[config.mk]
export PLATFORM = sky130hd
export DESIGN_NAME = am_demod_gen_flat
export DESIGN_NICKNAME = d
export VERILOG_FILES = /design/src/rtl/am_demod_gen_if.sv /design/src/rtl/am_demod_gen.sv /design/src/flat_wrapper.sv
export SDC_FILE = /design/constraint.sdc
export NUM_CORES = 2
export LEC_CHECK = 0
export CORE_MARGIN = 2
export CORE_UTILIZATION = 40
export CTS_BUF_LIST = sky130_fd_sc_hd__clkbuf_8
export DETAILED_ROUTE_END_ITERATION = 16
export PLACE_DENSITY_LB_ADDON = 0.2
export SYNTH_ARGS = -nofsm -noshare
export SYNTH_HDL_FRONTEND = slang
export SYNTH_SLANG_ARGS = --single-unit
export TNS_END_PERCENT = 20
[constraint.sdc]
create_clock -name clk -period 14.7 [get_ports clk]
set_input_delay 3.675 -clock clk [delete_from_list [all_inputs] [get_ports clk]]
set_output_delay 3.675 -clock clk [all_outputs]
set_load 0.05 [all_outputs]
[src/rtl/am_demod_gen_if.sv]
// am_demod_gen_if: sample/config inputs and result outputs of the AM demodulator.
// master drives samples and config, slave is the demodulator.
interface am_demod_gen_if #(
  parameter int DW = 8,
  parameter int LW = 16,
  parameter int RW = 16,
  parameter int OW = 18
);
  logic                 in_valid;
  logic signed [DW-1:0] adc_data;
  logic signed [LW-1:0] lo_cos;
  logic signed [LW-1:0] lo_sin;
  logic [RW-1:0]        dec_ratio;
  logic [1:0]           mode;
  logic [5:0]           out_shift;
  logic signed [OW-1:0] out_data;
  logic                 out_valid;
  logic                 sat_flag;

  modport master (
    output in_valid,
    output adc_data,
    output lo_cos,
    output lo_sin,
    output dec_ratio,
    output mode,
    output out_shift,
    input  out_data,
    input  out_valid,
    input  sat_flag
  );

  modport slave (
    input  in_valid,
    input  adc_data,
    input  lo_cos,
    input  lo_sin,
    input  dec_ratio,
    input  mode,
    input  out_shift,
    output out_data,
    output out_valid,
    output sat_flag
  );
endinterface

[src/rtl/am_demod_gen.sv]
// am_demod_gen: I/Q mixer, CIC decimator, scaling and magnitude stage.
// Six registered stages, no backpressure, frame config latched per frame.
module am_demod_gen #(
  parameter int DW    = 8,
  parameter int LW    = 16,
  parameter int CIC_N = 3,
  parameter int ACC_W = 42,
  parameter int RW    = 16,
  parameter int OW    = 18
) (
  input logic           clk,
  input logic           rst_n,
  am_demod_gen_if.slave bus
);
  localparam int PW = DW + LW;

  typedef struct packed {
    logic [RW-1:0] ratio;
    logic [1:0]    mode;
    logic [5:0]    shift;
  } cfg_t;

  typedef logic signed [ACC_W-1:0] acc_t;

  localparam acc_t MAXA = acc_t'({1'b0, {(OW-1){1'b1}}});
  localparam acc_t MINA = ~MAXA;
  localparam logic signed [OW-1:0] MAXO = {1'b0, {(OW-1){1'b1}}};
  localparam logic signed [OW-1:0] MINO = ~MAXO;

  function automatic logic [OW:0] clamp(input acc_t v);
    logic [OW:0] r;
    if (v > MAXA) r = {1'b1, MAXO};
    else if (v < MINA) r = {1'b1, MINO};
    else r = {1'b0, v[OW-1:0]};
    return r;
  endfunction

  function automatic logic [OW-1:0] mag(input logic signed [OW-1:0] v);
    logic [OW-1:0] r;
    if (v == MINO) r = MAXO;
    else if (v[OW-1]) r = -v;
    else r = v;
    return r;
  endfunction

  // S1: mixer
  logic                 s1_vld_q;
  logic signed [PW-1:0] s1_i_q;
  logic signed [PW-1:0] s1_q_q;
  cfg_t                 s1_cfg_q;

  always_ff @(posedge clk) begin
    if (!rst_n) begin
      s1_vld_q <= 1'b0;
      s1_i_q   <= '0;
      s1_q_q   <= '0;
      s1_cfg_q <= '0;
    end else begin
      s1_vld_q <= bus.in_valid;
      if (bus.in_valid) begin
        s1_i_q   <= PW'(bus.adc_data) * PW'(bus.lo_cos);
        s1_q_q   <= PW'(bus.lo_sin) * PW'(bus.adc_data);
        s1_cfg_q <= '{ratio: bus.dec_ratio,
                      mode:  bus.mode,
                      shift: bus.out_shift};
      end
    end
  end

  // S2: floor truncation back to DW bits
  logic                 s2_vld_q;
  logic signed [DW-1:0] s2_i_q;
  logic signed [DW-1:0] s2_q_q;
  cfg_t                 s2_cfg_q;

  always_ff @(posedge clk) begin
    if (!rst_n) begin
      s2_vld_q <= 1'b0;
      s2_i_q   <= '0;
      s2_q_q   <= '0;
      s2_cfg_q <= '0;
    end else begin
      s2_vld_q <= s1_vld_q;
      if (s1_vld_q) begin
        s2_i_q   <= DW'(s1_i_q >>> (LW-1));
        s2_q_q   <= DW'(s1_q_q >>> (LW-1));
        s2_cfg_q <= s1_cfg_q;
      end
    end
  end

  // S3: integrators and frame counter
  acc_t          ii_q [CIC_N];
  acc_t          iq_q [CIC_N];
  acc_t          ii_d [CIC_N];
  acc_t          iq_d [CIC_N];
  acc_t          ci;
  acc_t          cq;
  logic [RW-1:0] cnt_q;
  logic [RW-1:0] cnt_d;
  logic [RW-1:0] rm1;
  cfg_t          fcfg_q;
  cfg_t          fcfg_d;
  cfg_t          cfg_now;
  logic          last;
  logic          s3_end_q;
  logic [1:0]    s3_mode_q;
  logic [5:0]    s3_shift_q;

  always_comb begin
    ii_d    = ii_q;
    iq_d    = iq_q;
    ci      = acc_t'(s2_i_q);
    cq      = acc_t'(s2_q_q);
    cfg_now = (cnt_q == '0) ? s2_cfg_q : fcfg_q;
    rm1     = (cfg_now.ratio <= RW'(1)) ? '0
                                        : cfg_now.ratio - RW'(1);
    last    = (cnt_q == rm1);
    cnt_d   = cnt_q;
    fcfg_d  = fcfg_q;
    if (s2_vld_q) begin
      for (int k = 0; k < CIC_N; k++) begin
        ii_d[k] = ii_q[k] + ci;
        iq_d[k] = iq_q[k] + cq;
        ci      = ii_d[k];
        cq      = iq_d[k];
      end
      cnt_d  = last ? '0 : cnt_q + RW'(1);
      fcfg_d = cfg_now;
    end
  end

  always_ff @(posedge clk) begin
    if (!rst_n) begin
      for (int k = 0; k < CIC_N; k++) begin
        ii_q[k] <= '0;
        iq_q[k] <= '0;
      end
      cnt_q      <= '0;
      fcfg_q     <= '0;
      s3_end_q   <= 1'b0;
      s3_mode_q  <= '0;
      s3_shift_q <= '0;
    end else begin
      ii_q     <= ii_d;
      iq_q     <= iq_d;
      cnt_q    <= cnt_d;
      fcfg_q   <= fcfg_d;
      s3_end_q <= s2_vld_q & last;
      if (s2_vld_q & last) begin
        s3_mode_q  <= cfg_now.mode;
        s3_shift_q <= cfg_now.shift;
      end
    end
  end

  // S4: combs, evaluated once per frame
  acc_t       di_q [CIC_N];
  acc_t       dq_q [CIC_N];
  acc_t       di_d [CIC_N];
  acc_t       dq_d [CIC_N];
  acc_t       yi;
  acc_t       yq;
  logic       s4_vld_q;
  acc_t       s4_i_q;
  acc_t       s4_q_q;
  logic [1:0] s4_mode_q;
  logic [5:0] s4_shift_q;

  always_comb begin
    di_d = di_q;
    dq_d = dq_q;
    yi   = ii_q[CIC_N-1];
    yq   = iq_q[CIC_N-1];
    if (s3_end_q) begin
      for (int k = 0; k < CIC_N; k++) begin
        di_d[k] = yi;
        dq_d[k] = yq;
        yi      = yi - di_q[k];
        yq      = yq - dq_q[k];
      end
    end
  end

  always_ff @(posedge clk) begin
    if (!rst_n) begin
      for (int k = 0; k < CIC_N; k++) begin
        di_q[k] <= '0;
        dq_q[k] <= '0;
      end
      s4_vld_q   <= 1'b0;
      s4_i_q     <= '0;
      s4_q_q     <= '0;
      s4_mode_q  <= '0;
      s4_shift_q <= '0;
    end else begin
      di_q     <= di_d;
      dq_q     <= dq_d;
      s4_vld_q <= s3_end_q;
      if (s3_end_q) begin
        s4_i_q     <= yi;
        s4_q_q     <= yq;
        s4_mode_q  <= s3_mode_q;
        s4_shift_q <= s3_shift_q;
      end
    end
  end

  // S5: gain shift and saturation
  acc_t                 sh_i;
  acc_t                 sh_q;
  logic [OW:0]          cl_i;
  logic [OW:0]          cl_q;
  logic                 s5_vld_q;
  logic signed [OW-1:0] s5_i_q;
  logic signed [OW-1:0] s5_q_q;
  logic [1:0]           s5_mode_q;
  logic                 sat_q;

  always_comb begin
    sh_i = s4_i_q >>> s4_shift_q;
    sh_q = s4_q_q >>> s4_shift_q;
    cl_i = clamp(sh_i);
    cl_q = clamp(sh_q);
  end

  always_ff @(posedge clk) begin
    if (!rst_n) begin
      s5_vld_q  <= 1'b0;
      s5_i_q    <= '0;
      s5_q_q    <= '0;
      s5_mode_q <= '0;
      sat_q     <= 1'b0;
    end else begin
      s5_vld_q <= s4_vld_q;
      if (s4_vld_q) begin
        s5_i_q    <= cl_i[OW-1:0];
        s5_q_q    <= cl_q[OW-1:0];
        s5_mode_q <= s4_mode_q;
        sat_q     <= sat_q | cl_i[OW] | cl_q[OW];
      end
    end
  end

  // S6: output select / magnitude estimates
  logic [OW-1:0]        ai;
  logic [OW-1:0]        aq;
  logic [OW-1:0]        mx;
  logic [OW-1:0]        mn;
  logic [2*OW-1:0]      si;
  logic [2*OW-1:0]      sq;
  logic [2*OW:0]        pw;
  logic [2*OW:0]        pws;
  logic [OW:0]          am;
  logic signed [OW-1:0] res;
  logic signed [OW-1:0] out_q;
  logic                 ov_q;

  always_comb begin
    ai  = mag(s5_i_q);
    aq  = mag(s5_q_q);
    mx  = (ai > aq) ? ai : aq;
    mn  = (ai > aq) ? aq : ai;
    si  = {{OW{1'b0}}, ai} * {{OW{1'b0}}, ai};
    sq  = {{OW{1'b0}}, aq} * {{OW{1'b0}}, aq};
    pw  = {1'b0, si} + {1'b0, sq};
    pws = pw >> (OW-1);
    am  = {1'b0, mx} + {1'b0, mn >> 1};
    res = '0;
    unique case (s5_mode_q)
      2'd0: res = s5_i_q;
      2'd1: res = s5_q_q;
      2'd2: res = (|pws[2*OW:OW-1]) ? MAXO
                                    : {1'b0, pws[OW-2:0]};
      2'd3: res = (|am[OW:OW-1]) ? MAXO
                                 : {1'b0, am[OW-2:0]};
    endcase
  end

  always_ff @(posedge clk) begin
    if (!rst_n) begin
      out_q <= '0;
      ov_q  <= 1'b0;
    end else begin
      ov_q <= s5_vld_q;
      if (s5_vld_q) out_q <= res;
    end
  end

  assign bus.out_data  = out_q;
  assign bus.out_valid = ov_q;
  assign bus.sat_flag  = sat_q;
endmodule

[src/flat_wrapper.sv]
// flat-port wrapper written by rule: the top's interface ports become plain ports
module am_demod_gen_flat 
#(
  parameter int DW    = 8,
  parameter int LW    = 16,
  parameter int CIC_N = 3,
  parameter int ACC_W = 42,
  parameter int RW    = 16,
  parameter int OW    = 18
)
  (clk, rst_n, bus_in_valid, bus_adc_data, bus_lo_cos, bus_lo_sin, bus_dec_ratio, bus_mode, bus_out_shift, bus_out_data, bus_out_valid, bus_sat_flag);
  am_demod_gen_if #(.DW(DW), .LW(LW), .RW(RW), .OW(OW)) bus_i ();
  input logic clk;
  input logic rst_n;
  input wire logic [$bits(bus_i.in_valid)-1:0] bus_in_valid;
  input wire logic [$bits(bus_i.adc_data)-1:0] bus_adc_data;
  input wire logic [$bits(bus_i.lo_cos)-1:0] bus_lo_cos;
  input wire logic [$bits(bus_i.lo_sin)-1:0] bus_lo_sin;
  input wire logic [$bits(bus_i.dec_ratio)-1:0] bus_dec_ratio;
  input wire logic [$bits(bus_i.mode)-1:0] bus_mode;
  input wire logic [$bits(bus_i.out_shift)-1:0] bus_out_shift;
  output wire logic [$bits(bus_i.out_data)-1:0] bus_out_data;
  output wire logic [$bits(bus_i.out_valid)-1:0] bus_out_valid;
  output wire logic [$bits(bus_i.sat_flag)-1:0] bus_sat_flag;
  assign bus_i.in_valid = bus_in_valid;
  assign bus_i.adc_data = bus_adc_data;
  assign bus_i.lo_cos = bus_lo_cos;
  assign bus_i.lo_sin = bus_lo_sin;
  assign bus_i.dec_ratio = bus_dec_ratio;
  assign bus_i.mode = bus_mode;
  assign bus_i.out_shift = bus_out_shift;
  assign bus_out_data = bus_i.out_data;
  assign bus_out_valid = bus_i.out_valid;
  assign bus_sat_flag = bus_i.sat_flag;
  am_demod_gen #(.DW(DW), .LW(LW), .CIC_N(CIC_N), .ACC_W(ACC_W), .RW(RW), .OW(OW)) u_core (.clk(clk), .rst_n(rst_n), .bus(bus_i));
endmodule
==> flow_metrics.py <==
metrics = {
    "run_status": {
        "outcome": "completed",
    },
    "clock_tree": {
        "cts_tree": "built",
        "root_buffer": "clkbuf_8",
        "htree_levels": 4,
        "postCtsHoldBufs": 0,
        "cts_resized": 0,
        "cts_setup_buffers": 0,
        "clk_pin_slew_ps": 60,
        "cts.path.max_buffers": 3,
        "clk_latency_ps": 940,
        "cts_buffers": 152,
        "cts_sinks": 787,
    },
    "cells_and_area": {
        "nFillCells": 21430,
        "fin_area_um2": 92520,
        "seqCellArea_um2": 15780,
        "final_layout_size_suffix_gt1_share_pct": 4.514,
        "fin_util_pct": 43.58,
        "nNetsFinal": 11840,
        "syn2layout_area_growth_pct": 8.233,
        "multi_input_area_um2": 63220,
    },
    "power": {
        "power_frac_comb_pct": 56.8,
        "p_sw_share_pct": 43.30,
        "clockPowerShare_pct": 22.7,
        "p_int_mw": 6.131,
        "total_power_mw": 10.81,
        "seq_power_share_pct": 20.5,
        "ir_worst_vdd_uv": 129.0,
        "leakagePower_nw": 41.97,
        "powerDensity_nw_per_um2": 116.9,
        "p_sw_mw": 4.682,
    },
    "logic_synthesis": {
        "synthFlopType": "dfxtp_1",
        "synth_area_um2": 85480,
        "ys_warn_count": 0,
        "yosys.cell_count.top_type": "inv_1",
        "synth.distinct_cells": 89,
        "synth_top_area_cell": "dfxtp_1",
        "synth-async-reset-ratio_pct": 0,
        "synth-seq-cells": 787,
        "avgSynthCellArea_um2": 8.286,
        "ys_top_cells_by_count": "1337 x inv_1, 1242 x nor2_1, 797 x ha_1, 787 x dfxtp_1, 786 x nand2_1",
        "synth.yosys.seq_area_share_pct": 18.43,
        "synth_top_cells_by_area": "dfxtp_1 18%, fa_1 17%, ha_1 12%",
        "synth-edff-count": 0,
        "syn_inst": 10320,
        "synth_top_area_share_pct": 18.43,
    },
    "worst_setup_path": {
        "critPathSlowestCell": "nand2_1",
        "cp-endpoint": "u_core.bus.out_data[3]$_SDFFE_PN0P_",
        "cp-startpoint": "u_core.s5_q_q[2]$_SDFFE_PN0P_",
        "crit_top_cell": "fa_1",
        "cp_max_fo": 16,
        "critPathArrivalTime_ps": 12380,
        "r2r-end": "u_core.bus.out_data[3]$_SDFFE_PN0P_",
        "cp-end-kind": "register",
        "cp-start-kind": "register",
        "rr_startpoint": "u_core.s5_q_q[2]$_SDFFE_PN0P_",
        "ff2ff_path_depth": 34,
        "r2r_slack_ps": 3090,
        "critPathMaxStageDelay_ps": 660,
        "crit_type": "reg2reg",
        "worstPathRequired_ps": 15470,
    },
    "floorplan": {
        "die-area_um2": 217400,
        "io_pins": 87,
        "start_util_pct": 40.27,
        "dieWidth_um": 466.3,
        "core_area_um2": 212300,
        "die_y_um": 466.3,
        "rows": 169,
    },
    "timing": {
        "max_slew_margin_pct": 11.90,
        "period_share_pct": 78.98,
        "worst_pin_slew_ps": 1304,
        "maxSlewViolCount": 0,
        "period_needed_ps": 11610,
        "max_clock_freq_ghz": 0.08613,
        "setup_slack_ps": 3090,
        "rsz0062_at_grt": "false",
        "skew_ps": 73.27,
        "setup_viol": 0,
        "finalHoldViolCount": 0,
        "setup-tns-final_ps": 0,
    },
    "global_route": {
        "grt_use_total_pct": 21.88,
        "globalRouteMet1Util_pct": 31.07,
        "grt_first_pass_wirelength_um": 383300,
        "grtUsageMet2_pct": 35.29,
        "top_usage_layer": "met2",
        "overflow": 0,
        "grt_max_degree": 191,
        "antenna_found_initial": 9,
        "grt_pass1_vias": 68790,
        "use_met3_pct": 2.699,
    },
    "flow_run": {
        "drv_cap": 0,
    },
    "detailed_routing": {
        "first_pass_iters": 7,
        "drt_iter0_markers": 4197,
        "vias": 69910,
        "wl_um": 240200,
        "avgRoutedWirePerCell_um": 18.17,
        "remaining_drc_errors": 0,
        "vias_per_cell": 5.289,
        "drtAntennaViolNets": 0,
    },
    "place": {
        "portBuffers": 86,
        "dp_slack_ps": 3248,
        "dp_hpwl_um": 190400,
        "dpl-instance-area_um2": 89110,
        "gp_congestion": 0.9323,
    },
    "hold_path": {
        "min_path_type": "reg2reg",
    },
}
sequential cells by signal, summed over array words and instances (netlist names), 24 cells and up:
register and flops:
u_core.di_q 126, u_core.dq_q 126, u_core.fcfg_q 24, u_core.ii_q 126
u_core.iq_q 126, u_core.s1_cfg_q 24, u_core.s2_cfg_q 24, u_core.s4_i_q 42
u_core.s4_q_q 42
power groups by stage:
stage,combinational (mW),sequential (mW),clock [mW]
3_3_place_gp,6.05,2.26,0
5_1_grt,6.89,2.22,2.63
3_5_place_dp,6.12,2.26,0
6_report,6.15,2.22,2.45
2_1_floorplan,4.74,2.25,0
4_1_cts,6.15,2.22,2.53
area by class of cell:
cell class | count | share of cell area, %
diodes | 5 | 0.01352
clock buffers | 192 | 2.856
clock inverters | 84 | 0.8236
inverters | 1360 | 5.526
multi-input cells | 7802 | 68.33
flip-flops and latches | 787 | 17.06
well taps | 2821 | 3.815
repair buffers | 165 | 1.577
per-stage QoR:
stage                     std cells  hold slack, ps
final                         13220           446.2
after global routing          13210           460.4
after CTS                     13210           447.3
after detailed placement      12940           438.7
after global placement        12940           443.1
after floorplan               10340           424.8
worst max-delay path, delay by kind of cell, from the launching register on:
family	cells	cell delay, ps
adder cells (fa/ha/maj)	9	4110
AO/OA/AOI/OAI	11	3150
AND/OR/NAND/NOR	8	2890
buffers and inverters	4	610
flip-flops	1	370
XOR/XNOR	2	360
metal layers:
layer	vias up	share of wire [%]
li1	34530	-
met1	33800	48
met3	267	4.4
met2	1306	45
met5	-	0.0054
met4	2	2.0
cells by family (layout without fill, tap and decap cells):
group | Yosys count | after routing | synth area share, %
AO/OA/AOI/OAI | 2089 | 2089 | 15.53
adder cells (fa/ha/maj) | 1502 | 1502 | 28.18
flip-flops | 787 | 787 | 18.43
multiplexers | 706 | 706 | 9.006
other | 2 | 31 | 0.008785
buffers and inverters | 1752 | 1801 | 7.740
AND/OR/NAND/NOR | 2906 | 2906 | 15.14
XOR/XNOR | 573 | 573 | 5.967
cells in the final DEF, fill, tap and decap left out, types with 122 or more instances in the layout:
| master | instances |
|---|---|
| a21o_1 | 321 |
| a21oi_1 | 676 |
| and2_1 | 184 |
| clkbuf_8 | 192 |
| dfxtp_1 | 778 |
| fa_1 | 705 |
| ha_1 | 797 |
| inv_1 | 1374 |
| mux2i_1 | 633 |
| nand2_1 | 786 |
| nand3_1 | 131 |
| nor2_1 | 1242 |
| nor3_1 | 122 |
| o21ai_0 | 395 |
| xnor2_1 | 409 |
| xor2_1 | 158 |
worst min-delay path by stage:
| stage | from | to | slack, ps | cells past startpoint |
|---|---|---|---|---|
| floorplan | u_core.s1_q_q[21]$_SDFFE_PN0P_ | u_core.s1_q_q[21]$_SDFFE_PN0P_ | 420 | 2 |
| global placement | u_core.fcfg_q[4]$_SDFFE_PN0P_ | u_core.fcfg_q[4]$_SDFFE_PN0P_ | 440 | 2 |
| detailed placement | u_core.bus.out_data[0]$_SDFFE_PN0P_ | u_core.bus.out_data[0]$_SDFFE_PN0P_ | 440 | 2 |
| CTS | u_core.bus.out_data[0]$_SDFFE_PN0P_ | u_core.bus.out_data[0]$_SDFFE_PN0P_ | 450 | 2 |
| global route | u_core.bus.out_data[0]$_SDFFE_PN0P_ | u_core.bus.out_data[0]$_SDFFE_PN0P_ | 460 | 2 |
| finish | u_core.bus.out_data[11]$_SDFFE_PN0P_ | u_core.bus.out_data[11]$_SDFFE_PN0P_ | 450 | 2 |
(Power assumes the default switching activity.)
